<file path="src/rtl/univ_reg_pkg.sv">
// Shared types for the universal shift register: operation modes and serializer states.
package univ_reg_pkg;

  typedef enum logic [2:0] {
    HOLD  = 3'd0,
    LOAD  = 3'd1,
    SHL   = 3'd2,
    SHR   = 3'd3,
    ROL   = 3'd4,
    ROR   = 3'd5,
    CLEAR = 3'd6,
    SET   = 3'd7
  } mode_t;

  typedef enum logic [0:0] {
    IDLE  = 1'b0,
    SHIFT = 1'b1
  } state_t;

endpackage

</file>
<file path="src/rtl/univ_shift_reg_if.sv">
// Control/data bundle for univ_shift_reg; slave is the register side, master the user side.
interface univ_shift_reg_if
  import univ_reg_pkg::*;
#(
  parameter int unsigned WIDTH = 8
);
  logic             en;
  mode_t            mode;
  logic [WIDTH-1:0] d;
  logic             sin_l;
  logic             sin_r;
  logic             start;
  logic [WIDTH-1:0] q;
  logic [WIDTH-1:0] q_n;
  logic             sout;
  logic             busy;
  logic             done;

  modport slave (
    input  en, mode, d, sin_l, sin_r, start,
    output q, q_n, sout, busy, done
  );

  modport master (
    output en, mode, d, sin_l, sin_r, start,
    input  q, q_n, sout, busy, done
  );
endinterface

</file>
<file path="src/rtl/ser_bit_counter.sv">
// Serializer bit counter: clears on transfer start, counts shifted bits, flags the last one.
module ser_bit_counter #(
  parameter int unsigned WIDTH = 8
) (
  input  logic clk,
  input  logic reset,
  input  logic clr_i,
  input  logic inc_i,
  output logic tc_o
);
  localparam int unsigned CntW = $clog2(WIDTH);

  logic [CntW-1:0] cnt_q;

  assign tc_o = (cnt_q == CntW'(WIDTH - 1));

  // Counter parks at terminal count; the next start clears it.
  always_ff @(posedge clk) begin
    if (reset) begin
      cnt_q <= '0;
    end else if (clr_i) begin
      cnt_q <= '0;
    end else if (inc_i && !tc_o) begin
      cnt_q <= cnt_q + CntW'(1);
    end
  end
endmodule

</file>
<file path="src/rtl/univ_shift_reg.sv">
// Universal WIDTH-bit register with load/shift/rotate modes and an MSB-first serializer.
module univ_shift_reg
  import univ_reg_pkg::*;
#(
  parameter int unsigned     WIDTH       = 8,
  parameter logic [WIDTH-1:0] RESET_VALUE = '0
) (
  input  logic                   clk,
  input  logic                   reset,
  univ_shift_reg_if.slave        bus_io
);
  if (WIDTH < 2) begin : g_width_check
    $error("univ_shift_reg: WIDTH must be at least 2");
  end

  logic [WIDTH-1:0] q_q = RESET_VALUE;
  state_t           state_q = IDLE;
  logic             done_q = 1'b0;
  logic             start_ok;
  logic             tc;

  assign start_ok = (state_q == IDLE) && bus_io.start;

  ser_bit_counter #(
    .WIDTH (WIDTH)
  ) u_cnt (
    .clk   (clk),
    .reset (reset),
    .clr_i (start_ok),
    .inc_i (state_q == SHIFT),
    .tc_o  (tc)
  );

  always_ff @(posedge clk) begin
    if (reset) begin
      q_q     <= RESET_VALUE;
      state_q <= IDLE;
      done_q  <= 1'b0;
    end else begin
      done_q <= 1'b0;
      unique case (state_q)
        IDLE: begin
          if (bus_io.start) begin
            q_q     <= bus_io.d;
            state_q <= SHIFT;
          end else if (bus_io.en) begin
            unique case (bus_io.mode)
              HOLD:  q_q <= q_q;
              LOAD:  q_q <= bus_io.d;
              SHL:   q_q <= {q_q[WIDTH-2:0], bus_io.sin_r};
              SHR:   q_q <= {bus_io.sin_l, q_q[WIDTH-1:1]};
              ROL:   q_q <= {q_q[WIDTH-2:0], q_q[WIDTH-1]};
              ROR:   q_q <= {q_q[0], q_q[WIDTH-1:1]};
              CLEAR: q_q <= '0;
              SET:   q_q <= '1;
              default: q_q <= q_q;
            endcase
          end
        end
        SHIFT: begin
          q_q <= {q_q[WIDTH-2:0], 1'b0};
          if (tc) begin
            state_q <= IDLE;
            done_q  <= 1'b1;
          end
        end
        default: state_q <= IDLE;
      endcase
    end
  end

  assign bus_io.q    = q_q;
  assign bus_io.q_n  = ~q_q;
  assign bus_io.sout = q_q[WIDTH-1];
  assign bus_io.busy = (state_q == SHIFT);
  assign bus_io.done = done_q;
endmodule

</file>
<file path="src/flat_wrapper.sv">
// flat-port wrapper written by rule: the top's interface ports become plain ports
module univ_shift_reg_flat import univ_reg_pkg::*;
#(
  parameter int unsigned     WIDTH       = 8,
  parameter logic [WIDTH-1:0] RESET_VALUE = '0
)
  (clk, reset, bus_io_en, bus_io_mode, bus_io_d, bus_io_sin_l, bus_io_sin_r, bus_io_start, bus_io_q, bus_io_q_n, bus_io_sout, bus_io_busy, bus_io_done);
  univ_shift_reg_if #(.WIDTH(WIDTH)) bus_io_i ();
  input  logic clk;
  input  logic reset;
  input wire logic [$bits(bus_io_i.en)-1:0] bus_io_en;
  input wire logic [$bits(bus_io_i.mode)-1:0] bus_io_mode;
  input wire logic [$bits(bus_io_i.d)-1:0] bus_io_d;
  input wire logic [$bits(bus_io_i.sin_l)-1:0] bus_io_sin_l;
  input wire logic [$bits(bus_io_i.sin_r)-1:0] bus_io_sin_r;
  input wire logic [$bits(bus_io_i.start)-1:0] bus_io_start;
  output wire logic [$bits(bus_io_i.q)-1:0] bus_io_q;
  output wire logic [$bits(bus_io_i.q_n)-1:0] bus_io_q_n;
  output wire logic [$bits(bus_io_i.sout)-1:0] bus_io_sout;
  output wire logic [$bits(bus_io_i.busy)-1:0] bus_io_busy;
  output wire logic [$bits(bus_io_i.done)-1:0] bus_io_done;
  assign bus_io_i.en = bus_io_en;
  assign bus_io_i.mode = bus_io_mode;
  assign bus_io_i.d = bus_io_d;
  assign bus_io_i.sin_l = bus_io_sin_l;
  assign bus_io_i.sin_r = bus_io_sin_r;
  assign bus_io_i.start = bus_io_start;
  assign bus_io_q = bus_io_i.q;
  assign bus_io_q_n = bus_io_i.q_n;
  assign bus_io_sout = bus_io_i.sout;
  assign bus_io_busy = bus_io_i.busy;
  assign bus_io_done = bus_io_i.done;
  univ_shift_reg #(.WIDTH(WIDTH), .RESET_VALUE(RESET_VALUE)) u_core (.clk(clk), .reset(reset), .bus_io(bus_io_i));
endmodule
</file>
<file path="config.mk">
export PLATFORM = sky130hd
export DESIGN_NAME = univ_shift_reg_flat
export DESIGN_NICKNAME = d
export VERILOG_FILES = /design/src/rtl/univ_reg_pkg.sv /design/src/rtl/univ_shift_reg_if.sv /design/src/rtl/ser_bit_counter.sv /design/src/rtl/univ_shift_reg.sv /design/src/flat_wrapper.sv
export SDC_FILE = /design/constraint.sdc
export NUM_CORES = 1
export LEC_CHECK = 0
export ABC_CLOCK_PERIOD_IN_PS = 1500
export CAP_MARGIN = 20
export CORE_MARGIN = 10
export CORE_UTILIZATION = 41
export CTS_CLUSTER_DIAMETER = 150
export DETAILED_ROUTE_END_ITERATION = 10
export GPL_TIMING_DRIVEN = 1
export PLACE_DENSITY = 0.78
export SKIP_CTS_REPAIR_TIMING = 1
export SLEW_MARGIN = 20
export SYNTH_ARGS = -nofsm -noshare
export SYNTH_HDL_FRONTEND = slang
export SYNTH_HIERARCHICAL = 1
export SYNTH_SLANG_ARGS = --single-unit
</file>
<file path="constraint.sdc">
create_clock -name clk -period 1.5 [get_ports clk]
set_input_delay 0.225 -clock clk [delete_from_list [all_inputs] [get_ports clk]]
set_output_delay 0.225 -clock clk [all_outputs]
set_load 0.02 [all_outputs]
</file>
==> out/metrics.yaml, run 1 <==
floorplan:
  start_util_pct: 43.0
  rows: 16
  coreArea_um2: 1960
  pin_count: 36
  fp.dieW_um: 65.4
  die-area_um2: 4280
  fp.dieH_um: 65.4
global_routing:
  grt_start_max_net_pins: 14
  grt_antenna_before_repair: 0
  use_met1_pct: 13.1
  grtUsageMet2_pct: 20.0
  gr-usage-met3_pct: 3.90
  grt_overflow: 0
  grt_pass1_vias: 923
  grt_usage_pct: 12.0
  grt_pass1_wl_um: 4200
  top_usage_layer: "met2"
drt:
  routedWlPerCell_um: 15.3
  first_pass_iters: 4
  num_vias: 924
  ant_nets: 0
  totalWireLength_um: 2630
  viasPerCell: 5.37
  drc_errors: 0
  drt_iter0_drc: 21
clocking:
  cts.reportedPaths.clkPinSlew_ns: 0.08
  clock_latency_ns: 0.27
  clockBufferDepth: 2
  cts_sinks: 13
  cts_buffers: 3
  cts_tree: "built"
  cts-htree-levels: 1
  clk_root_buffer_cell: "clkbuf_4"
setup_path:
  crit_cells: 1
  crit_path_max_incr_delay_ns: 0.60
  rr_worst_depth: 5
  crit_family: "buffers and inverters"
  path_class: "register to primary output"
  critPathSlowestCell: "clkdlybuf4s50_1"
  worst_ep_arrival_time_ns: 1.20
  worstSetupStartpointType: "register"
  critical_path.cell_chain: "clkdlybuf4s50_1"
  required_ns: 1.27
  critical_path.max_fanout: 1
  worst_setup_path_end_kind: "primary output"
  path_buf_inv: 1
pwr:
  powerDensity_nw_per_um2: 712
  intPower_uw: 648
  vdd_drop_max_uv: 496
  pwr-share-clk_pct: 22.6
  total_power_uw: 961
  swShare_pct: 32.5
  power.static_leakage_nw: 0.656
  seqPwrFrac_pct: 41.9
  p_switching_uw: 313
  combPwrFrac_pct: 35.5
finish:
  mostFrequentLayoutCells: "dlymetal6s2s_1 (20), clkdlybuf4s50_1 (15), dfxtp_1 (10), buf_4 (10)"
  antenna_cells: 0
  final_common_cell: "dlymetal6s2s_1"
  area_growth_pct: 59.9
  fin_util_pct: 68.8
  drive_above_1_share_pct: 15.2
  finalNetCount: 165
yosys:
  syn-num-nets: 123
  ys.flop_type: "dfxtp_1"
  ys_top_cells_by_area: "dfxtp_1 (31%), a311o_1 (7.1%), a22oi_1 (6.2%)"
  async_flop_share_pct: 0
  synth_seq_area_share_pct: 30.8
  synth_top_cell_by_area: "dfxtp_1"
  synth_top_area_share_pct: 30.8
  ys_ff_latch: 13
  synth_area_um2: 845
  ys_types: 34
  synthCells: 104
  synth-edff-count: 0
  ys_warn_count: 6
  syn_area_per_cell_um2: 8.12
sta:
  setup_tns_ns: 0
  skew_ns: 0.00578
  rsz0062_at_grt: "false"
  layout_setup_ws_ns: 0.0751
  timing.final.crit_period_ns: 1.42
  finalCritPeriodShare_pct: 95.0
  setup-violations-final: 0
  maxSlewViolCount: 0
  max-slew-margin-rel_pct: 79.1
  tightest_slew_ns: 0.312
  fmax_mhz: 702
  hold_violations: 0
run_status:
  status: "finished clean"
placed_design:
  port_buffers: 35
  dp.final_hpwl_um: 2070
  dp_worst_setup_slack_ns: -0.315
  gp_congestion: 0.784
flow_run:
  drv_cap: 0
min_path:
  whs_path_depth: 2
  hp-class: "register to register"
## synthesized netlist by cell type (2+ instances only)
cell and n:
a311o_1 6, xnor2_1 2, buf_6 2, dfxtp_1 13
a22oi_1 7, nor2_1 9, buf_2 3, nand2_1 8
ha_1 2, mux2i_1 2, a21oi_1 7, nor3_1 5
o21ai_0 9, inv_1 8, clkbuf_1 2
## worst paths after layout
kind	from	endpoint	slack [ns]
max reg2reg	u_core/u_cnt/cnt_q[0]	u_core/u_cnt/cnt_q[2]	0.19
min	u_core/bus_io.q[0]	u_core/bus_io.q[0]	0.53
min reg2reg	u_core/bus_io.q[0]	u_core/bus_io.q[0]	0.53
max	u_core/bus_io.done	bus_io_done	0.08
## metal layers
layer | part of all wire, % | vias to the layer above | routed length [um]
li1 | - | 455 | -
met1 | 44 | 434 | 1150
met2 | 48 | 33 | 1270
met3 | 7.4 | 2 | 195
met4 | 0.53 | 0 | 14
met5 | 0 | - | 0
## cell type report
class | count | area, um^2
Timing Repair Buffer | 45 | 475
Clock buffer | 4 | 26.3
Sequential cell | 13 | 264
Inverter | 8 | 30.0
Multi-Input combinational cell | 75 | 520
Tap cell | 27 | 33.8
Fill cell | 164 | 612
## power groups by stage
stage,registers (mW),logic [mW],clock network (mW)
floorplan,0.425,0.162,0
global placement,0.409,0.337,0
detailed placement,0.409,0.343,0
CTS,0.401,0.344,0.224
global route,0.407,0.367,0.235
finish,0.402,0.341,0.218
## cells by family (layout without fill, tap and decap cells)
| kind of cell | count (synthesis) | after routing | share of synthesized area [%] |
|---|---|---|---|
| compound gates | 38 | 38 | 32.9 |
| xor+xnor | 2 | 2 | 2.07 |
| fa+ha+maj | 2 | 2 | 2.96 |
| buf+inv | 16 | 57 | 9.78 |
| flops | 13 | 13 | 30.8 |
| mux | 2 | 2 | 2.37 |
| simple gates | 31 | 31 | 19.1 |
## sequential cells by signal, indices dropped and copies added, names as in the netlist
signal	cells
u_core/u_cnt/cnt_q	3
u_core/bus_io.done	1
u_core/bus_io.q	8
u_core/bus_io.busy	1
## metrics by stage
step	std cells	instance area (um^2)	hold WS, ns
after floorplan	104	845	0.302
after global placement	168	1250	0.514
after detailed placement	168	1250	0.534
after CTS	172	1280	0.545
after global routing	172	1350	0.563
final	172	1350	0.530
Power figures use the tool's default switching activity.
==> run 2: changes to the inputs <==
--- a/config.mk
+++ b/config.mk
@@ -7,7 +7,6 @@
 export LEC_CHECK = 0
 export ABC_CLOCK_PERIOD_IN_PS = 1500
 export CAP_MARGIN = 20
-export CORE_MARGIN = 10
 export CORE_UTILIZATION = 41
 export CTS_CLUSTER_DIAMETER = 150
 export DETAILED_ROUTE_END_ITERATION = 10
==> run 2 against run 1 <==
- critical path depth is the same
- die area shrank 47%
- non-clock buffer count grew 1
- critical path type unchanged
- core utilization grew 1.2 points
- clock power is essentially flat
- critical endpoint unchanged
- sequential cell count is the same
==> out/metrics.yaml, run 2 (synthesis results as in run 1) <==
run_status:
  status: "finished clean"  # unchanged
pwr:
  vdd_drop_max_uv: 533  # was 496 uV
  total_power_uw: 964  # was 961 uW
  power.static_leakage_nw: 0.672  # was 0.656 nW
  powerDensity_nw_per_um2: 709  # was 712 nW/um^2
setup_path:
  r2r_end: "u_core/u_cnt/cnt_q[2]"  # unchanged
  r2r_slack_ns: 0.15  # was 0.19 ns
  rr_startpoint: "u_core/u_cnt/cnt_q[0]"  # unchanged
  rr_worst_depth: 5  # unchanged
  required_ns: 1.27  # about the same
  path_buf_inv: 1  # unchanged
  critical_path.max_fanout: 1  # unchanged
  worst_setup_path_end_kind: "primary output"  # unchanged
  worstSetupStartpointType: "register"  # unchanged
  crit_path_max_incr_delay_ns: 0.60  # about the same
  critPathSlowestCell: "clkdlybuf4s50_1"  # unchanged
  worst_ep_arrival_time_ns: 1.19  # was 1.20 ns
  critical_path.cell_chain: "clkdlybuf4s50_1"  # unchanged
  crit_family: "buffers and inverters"  # unchanged
  path_class: "register to primary output"  # unchanged
floorplan:
  coreArea_um2: 1940  # was 1960 um^2
  pin_count: 36  # unchanged
  fp.dieH_um: 47.4  # was 65.4 um
  rows: 16  # unchanged
  fp.dieW_um: 47.4  # was 65.4 um
  die-area_um2: 2250  # was 4280 um^2
  start_util_pct: 43.5  # was 43.0%
drt:
  ant_nets: 0  # unchanged
  num_vias: 954  # was 924
  totalWireLength_um: 2420  # was 2630 um
  routedWlPerCell_um: 14.0  # was 15.3 um
  drt_iter0_drc: 40  # was 21
  viasPerCell: 5.51  # was 5.37
  first_pass_iters: 4  # unchanged
  drc_errors: 0  # unchanged
placed_design:
  dp_worst_setup_slack_ns: -0.294  # was -0.315 ns
  placed_area_um2: 1260  # was 1250 um^2
  dp.final_hpwl_um: 1830  # was 2070 um
  gp_congestion: 0.810  # was 0.784
  port_buffers: 35  # unchanged
  placedCellCount: 169  # was 168
global_routing:
  grt_pass1_wl_um: 3440  # was 4200 um
  grt_overflow: 0  # unchanged
  grt_pass1_vias: 843  # was 923
  grt_usage_pct: 22.1  # was 12.0%
  grt_start_max_net_pins: 14  # unchanged
  grt_antenna_before_repair: 0  # unchanged
clocking:
  clock_latency_ns: 0.28  # was 0.27 ns
  cts_buffers: 3  # unchanged
  cts.reportedPaths.clkPinSlew_ns: 0.08  # about the same
  cts_sinks: 13  # unchanged
  cts-htree-levels: 1  # unchanged
  cts_tree: "built"  # unchanged
  clk_root_buffer_cell: "clkbuf_4"  # unchanged
  clockBufferDepth: 2  # unchanged
finish:
  area_growth_pct: 61.0  # was 59.9%
  fill_cells: 161  # was 164
  antenna_cells: 0  # unchanged
  design_area_um2: 1360  # was 1350 um^2
  drive_above_1_share_pct: 17.1  # was 15.2%
  final_common_cell: "dlymetal6s2s_1"  # unchanged
  finalNetCount: 166  # was 165
  largest_reg_flops: 8  # unchanged
  final_cells: 173  # was 172
  mostFrequentLayoutCells: "dlymetal6s2s_1 (21), clkdlybuf4s50_1 (14), buf_4 (11)"  # was dlymetal6s2s_1 (20), clkdlybuf4s50_1 (15), dfxtp_1 (10), buf_4 (10)
sta:
  layout_setup_ws_ns: 0.0822  # was 0.0751 ns
  tightest_slew_ns: 0.280  # was 0.312 ns
  skew_ns: 0.00135  # was 0.00578 ns
  hold_violations: 0  # unchanged
  fmax_mhz: 705  # was 702 MHz
  rsz0062_at_grt: "false"  # unchanged
  finalCritPeriodShare_pct: 94.5  # was 95.0%
  setup-violations-final: 0  # unchanged
  max-slew-margin-rel_pct: 81.1  # was 79.1%
  timing.final.crit_period_ns: 1.42  # about the same
  maxSlewViolCount: 0  # unchanged
min_path:
  whs_path_depth: 5  # was 2
  min_to: "u_core/bus_io.q[1]"  # was u_core/bus_io.q[0]
  hp-start: "bus_io_mode[0]"  # was u_core/bus_io.q[0]
  hp-class: "input pin to register"  # was register to register
flow_run:
  drv_cap: 0  # unchanged
-- run 2: cell types whose count changed in the layout (fill, tap and decap cells not counted), sizes merged --
cell           delta
dlymetal6s2s      +1
buf               +1
clkdlybuf4s50     -1
-- run 2: layout make-up --
class	instances	area, um^2	share of cell area [%]
Clock buffer	4	26.3	1.93
Sequential cell	13	267	19.6
Multi-Input combinational cell	75	518	38.1
Timing Repair Buffer	46	485	35.7
Tap cell	27	33.8	2.48
Inverter	8	30.0	2.21
-- run 2: per-layer routing --
| layer | wire length (um) | GRT usage, % | vias up |
|---|---|---|---|
| met5 | 0 | 0 | - |
| met4 | 0 | 10.3 | 0 |
| met3 | 156 | 2.31 | 0 |
| met2 | 1260 | 38.9 | 41 |
| met1 | 999 | 26.5 | 450 |
| li1 | - | - | 463 |
-- run 2: worst max path at each step --
stage	start	to	depth (start not counted)
final	u_core/bus_io.done	bus_io_done	1
after floorplan	u_core/bus_io.q[7]	u_core/bus_io.q[7]	4
after CTS	u_core/bus_io.q[1]	bus_io_q[1]	1
after global routing	u_core/bus_io.done	bus_io_done	1
after detailed placement	bus_io_mode[1]	u_core/bus_io.q[2]	5
after global placement	bus_io_mode[1]	u_core/bus_io.q[4]	5
-- run 2: where the power goes --
part	internal [mW]	switching [mW]
logic	0.177	0.164
clock network	0.103	0.116
registers	0.370	0.0330
total	0.650	0.313
-- run 2: through the flow --
step / util (%) / setup TNS, ns / hold WS, ns
global route: 70.0 / 0 / 0.558
global placement: 64.8 / -1.82 / 0.512
floorplan: - / 0 / 0.302
finish: 70.0 / 0 / 0.537
CTS: 66.2 / -1.26 / 0.548
detailed placement: 64.8 / -2.10 / 0.536
==> run 3: changes to the inputs <==
--- a/config.mk
+++ b/config.mk
@@ -7,11 +7,12 @@
 export LEC_CHECK = 0
 export ABC_CLOCK_PERIOD_IN_PS = 1500
 export CAP_MARGIN = 20
-export CORE_UTILIZATION = 41
+export CORE_UTILIZATION = 43
+export CTS_BUF_LIST = sky130_fd_sc_hd__clkbuf_4 sky130_fd_sc_hd__clkbuf_8
 export CTS_CLUSTER_DIAMETER = 150
 export DETAILED_ROUTE_END_ITERATION = 10
 export GPL_TIMING_DRIVEN = 1
-export PLACE_DENSITY = 0.78
+export PLACE_DENSITY = 0.81
 export SKIP_CTS_REPAIR_TIMING = 1
 export SLEW_MARGIN = 20
 export SYNTH_ARGS = -nofsm -noshare
==> run 3 against run 2 <==
- critical path depth increased by 4
- core utilization increased by 7.4 points
- combinational power is 3% higher
- clock power up 3%
- worst setup slack worse by 0.048 ns
- clock skew fell by 0.00085 ns
- register-to-register slack better by 0.03 ns
- first-iteration DRC count grew 15%
- global-route usage shrank 0.17 points
- critical endpoint is now u_core/bus_io.q[7]
==> out/metrics.yaml, run 3 (synthesis results as in run 1) <==
pwr:
  pwr-share-clk_pct: 23.0  # was 22.8%
  swShare_pct: 31.2  # was 32.5%
  seqPwrFrac_pct: 41.0  # was 41.9%
  intPower_uw: 674  # was 650 uW
  power.static_leakage_nw: 0.666  # was 0.672 nW
  p_switching_uw: 306  # was 313 uW
  combPwrFrac_pct: 36.0  # was 35.4%
  powerDensity_nw_per_um2: 710  # was 709 nW/um^2
  vdd_drop_max_uv: 813  # was 533 uV
min_path:
  min_to: "u_core/bus_io.q[0]"  # was u_core/bus_io.q[1]
  whs_path_depth: 2  # was 5
  hp-class: "register to register"  # was input pin to register
  hp-start: "u_core/bus_io.q[0]"  # was bus_io_mode[0]
setup_path:
  path_buf_inv: 1  # unchanged
  required_ns: 1.67  # was 1.27 ns
  worst_setup_path_end_kind: "register"  # was primary output
  critical_path.cell_chain: "clkdlybuf4s50_1 -> o31a_1 -> o41a_1 -> or2_0 -> o41ai_1"  # was clkdlybuf4s50_1
  crit_family: "compound AO/OA/AOI/OAI gates"  # was buffers and inverters
  worst_ep_arrival_time_ns: 1.63  # was 1.19 ns
  crit_path_max_incr_delay_ns: 0.45  # was 0.60 ns
  crit_cells: 5  # was 1
  rr_worst_depth: 5  # unchanged
  r2r_slack_ns: 0.18  # was 0.15 ns
  path_class: "input pin to register"  # was register to primary output
  worstSetupStartpointType: "input pin"  # was register
  rr_startpoint: "u_core/u_cnt/cnt_q[0]"  # unchanged
  critical_path.max_fanout: 3  # was 1
  r2r_end: "u_core/u_cnt/cnt_q[2]"  # unchanged
  critPathSlowestCell: "clkdlybuf4s50_1"  # unchanged
sta:
  rsz0062_at_grt: "false"  # unchanged
  timing.final.crit_period_ns: 1.47  # was 1.42 ns
  setup-violations-final: 0  # unchanged
  maxSlewViolCount: 0  # unchanged
  layout_setup_ws_ns: 0.0343  # was 0.0822 ns
  hold_violations: 0  # unchanged
  fmax_mhz: 682  # was 705 MHz
  skew_ns: 0.000497  # was 0.00135 ns
  finalCritPeriodShare_pct: 97.7  # was 94.5%
  tightest_slew_ns: 0.341  # was 0.280 ns
  max-slew-margin-rel_pct: 77.3  # was 81.1%
placed_design:
  placedCellCount: 169  # unchanged
  dp.final_hpwl_um: 1740  # was 1830 um
  gp_congestion: 0.820  # was 0.810
  dp_worst_setup_slack_ns: -0.290  # was -0.294 ns
  port_buffers: 35  # unchanged
finish:
  largest_reg_flops: 8  # unchanged
  multi_input_area_um2: 528  # was 518 um^2
  finalNetCount: 169  # was 166
  drive_above_1_share_pct: 18.8  # was 17.1%
  mostFrequentLayoutCells: "dlymetal6s2s_1 (19), clkdlybuf4s50_1 (16), buf_4 (13)"  # was dlymetal6s2s_1 (21), clkdlybuf4s50_1 (14), buf_4 (11)
  fill_cells: 131  # was 161
  regArea_um2: 265  # was 267 um^2
  area_growth_pct: 63.4  # was 61.0%
  antenna_cells: 0  # unchanged
  final_cells: 174  # was 173
  final_common_cell: "dlymetal6s2s_1"  # unchanged
drt:
  routedWlPerCell_um: 14.4  # was 14.0 um
  drt_iter0_drc: 46  # was 40
  num_vias: 946  # was 954
  ant_nets: 0  # unchanged
  drc_errors: 0  # unchanged
  totalWireLength_um: 2500  # was 2420 um
  first_pass_iters: 5  # was 4
  viasPerCell: 5.44  # was 5.51
floorplan:
  die-area_um2: 2150  # was 2250 um^2
  pin_count: 36  # unchanged
  fp.dieH_um: 46.3  # was 47.4 um
  start_util_pct: 47.4  # was 43.5%
  rows: 15  # was 16
  fp.dieW_um: 46.3  # was 47.4 um
  coreArea_um2: 1780  # was 1940 um^2
clocking:
  cts_buffers: 3  # unchanged
  cts_sinks: 13  # unchanged
  clk_root_buffer_cell: "clkbuf_4"  # unchanged
  cts_tree: "built"  # unchanged
  clock_latency_ns: 0.26  # was 0.28 ns
  cts-htree-levels: 1  # unchanged
  cts.reportedPaths.clkPinSlew_ns: 0.08  # about the same
  clockBufferDepth: 2  # unchanged
global_routing:
  grt_pass1_vias: 791  # was 843
  grt_usage_pct: 21.9  # was 22.1%
  grt_antenna_before_repair: 0  # unchanged
  grt_overflow: 0  # unchanged
  grt_pass1_wl_um: 3420  # was 3440 um
  grt_start_max_net_pins: 14  # unchanged
run_status:
  status: "finished clean"  # unchanged
flow_run:
  drv_cap: 0  # unchanged
[run 3: cell count changes in the layout (fill, tap and decap cells not counted), sizes merged]
| cell | previous run | this run |
|---|---|---|
| o21ba | 1 | 2 |
| dlymetal6s2s | 21 | 19 |
| buf | 11 | 13 |
| clkdlybuf4s50 | 14 | 16 |
[run 3: worst max path at each step]
| stage | from | end |
|---|---|---|
| finish | bus_io_mode[0] | u_core/bus_io.q[7] |
| global placement | bus_io_mode[2] | u_core/bus_io.q[5] |
| CTS | u_core/bus_io.q[5] | bus_io_q[5] |
| global route | u_core/bus_io.busy | bus_io_busy |
| detailed placement | bus_io_mode[2] | u_core/bus_io.q[5] |
| floorplan | u_core/bus_io.q[7] | u_core/bus_io.q[7] |
[run 3: final cells by class]
type | count | share of cell area (%)
tap | 25 | 2.27
timing repair buffer | 48 | 35.9
inverter | 8 | 2.18
sequential | 13 | 19.2
multi-input combinational | 76 | 38.3
clock buffer | 4 | 2.18
[run 3: worst min-delay path: cells and delay by family, from the launching register on]
kind               cells  cell delay, ns
DFF                    1            0.36
and+or+nand+nor        1            0.09
AOI/OAI and AO/OA      1            0.07
[run 3: power groups by stage]
stage	Sequential [mW]	Clock, mW	Combinational (mW)
finish	0.402	0.225	0.352
global route	0.405	0.249	0.377
CTS	0.400	0.232	0.349
detailed placement	0.408	0	0.347
global placement	0.407	0	0.342
floorplan	0.425	0	0.162
[run 3: metal layers]
metal	vias to the layer above	GRT usage, %	wire length [um]
li1	468	-	-
met1	432	28.1	1030
met2	44	38.9	1270
met3	2	1.18	168
met4	0	5.88	24
met5	-	0	0
[run 3: metrics by stage]
step	util (%)	hold slack, ns	instance area (um^2)	TNS (ns)	total power, mW
after detailed placement	71.3	0.533	1270	-2.05	0.755
after floorplan	-	0.302	845	0	0.587
after global routing	77.4	0.580	1380	0	1.03
after global placement	71.3	0.512	1270	-1.93	0.749
after CTS	73.0	0.568	1300	-0.790	0.981
final	77.4	0.557	1380	0	0.980
